File: config.mk
export PLATFORM = sky130hd
export DESIGN_NAME = audio_sfx_scheduler
export DESIGN_NICKNAME = d
export VERILOG_FILES = /design/src/rtl/audio_sfx_scheduler.sv
export SDC_FILE = /design/constraint.sdc
export NUM_CORES = 1
export LEC_CHECK = 0
export BUFFER_PORTS_ARGS = -buffer_cell sky130_fd_sc_hd__buf_4
export CELL_PAD_IN_SITES_DETAIL_PLACEMENT = 1
export CELL_PAD_IN_SITES_GLOBAL_PLACEMENT = 2
export CORE_MARGIN = 10
export CORE_UTILIZATION = 38
export DETAILED_ROUTE_END_ITERATION = 10
export GPL_ROUTABILITY_DRIVEN = 0
export GPL_TIMING_DRIVEN = 0
export PLACE_DENSITY_LB_ADDON = 0.1
export SYNTH_ARGS = -nofsm -noshare
export SYNTH_HDL_FRONTEND = slang
export SYNTH_SLANG_ARGS = --single-unit
File: constraint.sdc
create_clock -name clk -period 3.3 [get_ports clk]
set_clock_uncertainty 0.1 [all_clocks]
set_input_delay 0.495 -clock clk [delete_from_list [all_inputs] [get_ports clk]]
set_output_delay 0.495 -clock clk [all_outputs]
set_load 0.01 [all_outputs]
File: src/rtl/audio_sfx_scheduler.sv
// Sound-effect sequencer: fixed-priority arbitration (OVER > MISS > HIT) with preemption,
// each effect played as a short table of (tone half-period, duration ticks) steps.
module audio_sfx_scheduler #(
  parameter int TICK_DIV = 1_000_000
) (
  input  logic        clk,
  input  logic        rst,
  input  logic        req_hit,
  input  logic        req_miss,
  input  logic        req_over,
  input  logic        en_music,
  output logic [19:0] sfx_tone,
  output logic        sfx_active,
  output logic [1:0]  cur_id,
  output logic        music_gate
);

  localparam int PW = (TICK_DIV > 1) ? $clog2(TICK_DIV) : 1;

  // states: IDLE no effect | LOAD fetch step | PLAY tone out | GAP trailing silence
  typedef enum logic [1:0] {IDLE, LOAD, PLAY, GAP} state_t;

  state_t          state;
  logic [2:0]      pend;
  logic [1:0]      step;
  logic [5:0]      dur_cnt;
  logic [PW-1:0]   presc;
  logic [1:0]      hi_id;
  logic            tick;
  logic            start;
  logic [2:0]      clr;

  function automatic logic [19:0] step_tone(input logic [1:0] id, input logic [1:0] s);
    case ({id, s})
      4'b01_00: step_tone = 20'd47755;
      4'b01_01: step_tone = 20'd37908;
      4'b10_00: step_tone = 20'd113636;
      4'b10_01: step_tone = 20'd143266;
      4'b11_00: step_tone = 20'd127551;
      4'b11_01: step_tone = 20'd151515;
      4'b11_10: step_tone = 20'd190840;
      4'b11_11: step_tone = 20'd381679;
      default:  step_tone = 20'd0;
    endcase
  endfunction

  function automatic logic [5:0] step_dur(input logic [1:0] id, input logic [1:0] s);
    case ({id, s})
      4'b01_00, 4'b01_01: step_dur = 6'd3;
      4'b10_00:           step_dur = 6'd5;
      4'b11_11:           step_dur = 6'd30;
      default:            step_dur = 6'd10;
    endcase
  endfunction

  function automatic logic [1:0] last_step(input logic [1:0] id);
    last_step = (id == 2'd3) ? 2'd3 : 2'd1;
  endfunction

  always_comb begin
    hi_id = pend[2] ? 2'd3 : pend[1] ? 2'd2 : pend[0] ? 2'd1 : 2'd0;
    tick  = (presc == PW'(TICK_DIV - 1));
    start = 1'b0;
    case (state)
      IDLE:      start = (hi_id != 2'd0);
      GAP:       start = (hi_id != 2'd0) && ((hi_id >= cur_id) || tick);
      default:   start = (hi_id != 2'd0) && (hi_id >= cur_id);
    endcase
    clr = 3'b000;
    if (start) begin
      // starting OVER also discards any queued HIT/MISS
      case (hi_id)
        2'd3:    clr = 3'b111;
        2'd2:    clr = 3'b010;
        default: clr = 3'b001;
      endcase
    end
  end

  always_ff @(posedge clk or negedge rst) begin
    if (!rst) begin
      state      <= IDLE;
      pend       <= 3'b000;
      step       <= 2'd0;
      dur_cnt    <= 6'd0;
      presc      <= '0;
      sfx_tone   <= 20'd0;
      sfx_active <= 1'b0;
      cur_id     <= 2'd0;
    end else begin
      pend <= (pend & ~clr) | {req_over, req_miss, req_hit};
      if (start) begin
        state      <= LOAD;
        cur_id     <= hi_id;
        step       <= 2'd0;
        sfx_active <= 1'b1;
        presc      <= '0;
      end else begin
        case (state)
          IDLE: presc <= '0;
          LOAD: begin
            sfx_tone <= step_tone(cur_id, step);
            dur_cnt  <= step_dur(cur_id, step) - 6'd1;
            presc    <= '0;
            state    <= PLAY;
          end
          PLAY: begin
            presc <= tick ? '0 : presc + 1'b1;
            if (tick) begin
              if (dur_cnt == 6'd0) begin
                if (step == last_step(cur_id)) begin
                  state    <= GAP;
                  sfx_tone <= 20'd0;
                  presc    <= '0;
                end else begin
                  state <= LOAD;
                  step  <= step + 2'd1;
                end
              end else begin
                dur_cnt <= dur_cnt - 6'd1;
              end
            end
          end
          GAP: begin
            presc <= tick ? '0 : presc + 1'b1;
            if (tick) begin
              state      <= IDLE;
              cur_id     <= 2'd0;
              sfx_active <= 1'b0;
            end
          end
          default: state <= IDLE;
        endcase
      end
    end
  end

  assign music_gate = en_music & ~sfx_active;

endmodule

==> impl_metrics.yaml <==
logic_synthesis:
  synth.mux.area_fraction_pct: 3.11
  synth_ff_type: "dfrtp_1"
  avgSynthCellArea_sq_um: 10.0
  syn-instance-count: 309
  synthArstFlopShare_pct: 100
  synth_compound_area_share_pct: 16.3
  synth.distinct_cells: 58
  yosysTopAreaCellShare_pct: 44.4
  yosysWarnings: 0
  synth-seq-cells: 55
  synth_nets: 328
  syn_area_sq_um: 3100
  seq_area_frac_synth_pct: 44.4
  synth-edff-count: 0
  synth_xor_area_share_pct: 6.49
  yosys-top-cells-area: "dfrtp_1, ha_1, xnor2_1"
  synth_top_family_by_area: "simple AND/OR/NAND/NOR gates"
  synthSimpleGateAreaFrac_pct: 20.5
  synthAdderAreaFrac_pct: 5.24
  yosysTopAreaCell: "dfrtp_1"
worst_setup_path:
  cpLargestDelayFamily: "buffers and inverters"
  worstPathMaxFanout: 10
  cp-end-kind: "flip-flop"
  worst_setup_path_start_kind: "flip-flop"
  critical_path_class: "flip-flop to flip-flop"
  crit_required_ns: 3.45
  slowest_stage: "or3_1"
  crit_chain: "buf_2 > clkinv_1 > ha_1 > a211oi_2 > nor2_1 > or3_1 > clkbuf_1 > nor2b_1"
  max_stage_delay_ns: 0.42
  cp.arrival_ns: 3.00
  path_buf_inv: 3
  crit_cells: 8
  ff2ff_path_depth: 8
grt:
  overflow: 0
  grt_max_degree: 56
  grt_first_pass_wirelength_mm: 12.5
  first_global_vias: 2453
  antenna_found_initial: 0
  track_usage_pct: 12.8
placement:
  place_area_sq_um: 3440
  place_inst: 439
  hpwl_mm: 5.48
  io_buffers: 28
die:
  num_rows: 32
  start_util_pct: 39.5
  dieArea_sq_um: 12200
  io_pins: 30
  fp.coreArea_sq_um: 7850
  die_h_um: 110
  die_x_um: 110
power_and_ir_drop:
  peakVddDrop_mv: 0.222
  power.switching_w: 0.00110
  p_clk_share_pct: 15.2
  swShare_pct: 40.7
  combPwrFrac_pct: 49.6
  internal_power_w: 0.00160
  power_frac_seq_pct: 35.2
  power_per_cell_area_nw_per_um2: 763
  p_total_w: 0.00271
  p_leak_nw: 1.45
final_layout:
  nets: 363
  finish.instance_area_sq_um: 3550
  stdcell_count: 447
  fin_util_pct: 45.2
  syn2layout_area_growth_pct: 14.3
  seq_area_sq_um: 1380
  drive_gt1_share_pct: 17.7
  multi_input_area_sq_um: 1620
  diodes: 0
  nFillCells: 930
routing:
  drc: 0
  wl_per_cell_um: 16.6
  final_antenna_net_count: 0
  drt-total-wl_mm: 7.43
  viasPerCell: 5.31
  drt_iter0_drc: 39
  firstDrtPassIters: 4
  route.vias.total: 2375
clocking:
  holdBufCountCts: 0
  htree_levels: 2
  clkTransAtPathRegs_ns: 0.11
  cts_tree: "done"
  insertion_delay_ns: 0.32
  cts_setup_buffers: 0
  clock-sinks: 55
  post_cts_resized: 0
  cts_root_buf: "clkbuf_8"
  numCtsBuffers: 5
  clk_path_buf_depth: 2
timing:
  worst_pin_slew_ns: 0.723
  finalSetupViolations: 0
  setup_tns_ns: 0
  min_period_ns: 2.84
  fmax_mhz: 352
  fin_crit_sh_pct: 86.2
  hold_violations: 0
  slew_viol_final: 0
  rsz0062_at_grt: "false"
  slew_headroom_pct: 51.8
run:
  maxCapViolCount: 0
run_status:
  outcome: "finished clean"
worst_hold_path:
  hp-class: "primary input to asynchronous set/reset pin"
## power groups by stage
stage	Sequential (W)	Clock (W)	Combinational [W]
after floorplan	0.000998	0	0.000871
after global placement	0.000962	0	0.00132
after detailed placement	0.000968	0	0.00135
after CTS	0.000954	0.000434	0.00135
after global routing	0.000975	0.000456	0.00152
final	0.000952	0.000412	0.00134
## sequential cells by signal, summed over array words and instances, names as in the netlist
| name | cells |
|---|---|
| presc | 20 |
| sfx_tone | 19 |
| dur_cnt | 6 |
| pend | 3 |
| cur_id | 2 |
| state | 2 |
| step | 2 |
| sfx_active | 1 |
## final cells by class
class	count	area share, %
multi-input combinational	227	45.6
sequential	55	38.8
timing repair buffer	28	5.93
tap	102	3.60
clock buffer	5	1.94
buffer	13	1.94
inverter	14	1.48
clock inverter	3	0.741
## stage by stage
stage          worst slack (ns)  hold slack, ns
2_1_floorplan             0.742          0.0994
3_3_place_gp              0.300           0.377
3_5_place_dp              0.233           0.379
4_1_cts                   0.211           0.146
5_1_grt                   0.180           0.172
6_report                  0.457           0.119
## cells in the mapped netlist, drive strengths merged (2+ instances only)
master    n
buf       8
mux2i     4
o2bb2ai  10
a22o      3
and2      2
a32o      7
nand4     5
nand2b    3
nor2     36
inv      13
and3      3
clkbuf    5
nand2    19
a21oi    15
nor2b     3
dfrtp    55
or2       4
nand3    13
xnor2    16
and4      3
o21bai    2
nand3b    2
xor2      7
o31a      2
a21o      4
nor3     11
ha       13
mux2      5
nor4      4
o21ai    14
## per-layer routing
| layer | part of all wire [%] | vias up | global-route usage [%] |
|---|---|---|---|
| li1 | - | 1166 | - |
| met1 | 46 | 1182 | 16.3 |
| met2 | 50 | 21 | 21.5 |
| met3 | 3.6 | 6 | 2.79 |
| met4 | 0.98 | 0 | 3.49 |
| met5 | 0 | - | 0 |
## cells by family (layout without fill, tap and decap cells)
kind of cell / after synthesis / count (layout)
simple gates: 114 / 114
fa+ha+maj: 13 / 13
xor+xnor: 23 / 23
mux: 9 / 9
other cells: 1 / 1
flops: 55 / 55
compound gates: 67 / 67
buf+inv: 27 / 63
## final timing paths
kind / endpoint / from / slack [ns]
min in group clk: pend[1] / req_miss / 0.25
max reg2reg: presc[4] / cur_id[1] / 0.46
min reg2reg: sfx_tone[7] / sfx_tone[7] / 0.40
max in group asynchronous: dur_cnt[2] / rst / 2.50
max: presc[4] / cur_id[1] / 0.46
min: state[0] / rst / 0.12
## layout by cell type (no fill, tap or decap), types with 5 or more instances in the layout
cell type | netlist | final
a21oi_1 | 15 | 15
a32o_1 | 7 | 7
buf_4 | 2 | 30
clkbuf_1 | 5 | 5
clkbuf_8 | 0 | 5
dfrtp_1 | 55 | 55
ha_1 | 13 | 13
inv_1 | 13 | 13
mux2_2 | 5 | 5
nand2_1 | 19 | 19
nand3_1 | 11 | 11
nor2_1 | 36 | 36
nor3_1 | 10 | 10
o21ai_0 | 14 | 14
o2bb2ai_1 | 10 | 10
xnor2_1 | 16 | 16
xor2_1 | 7 | 7
Power figures use the tool's default switching activity.
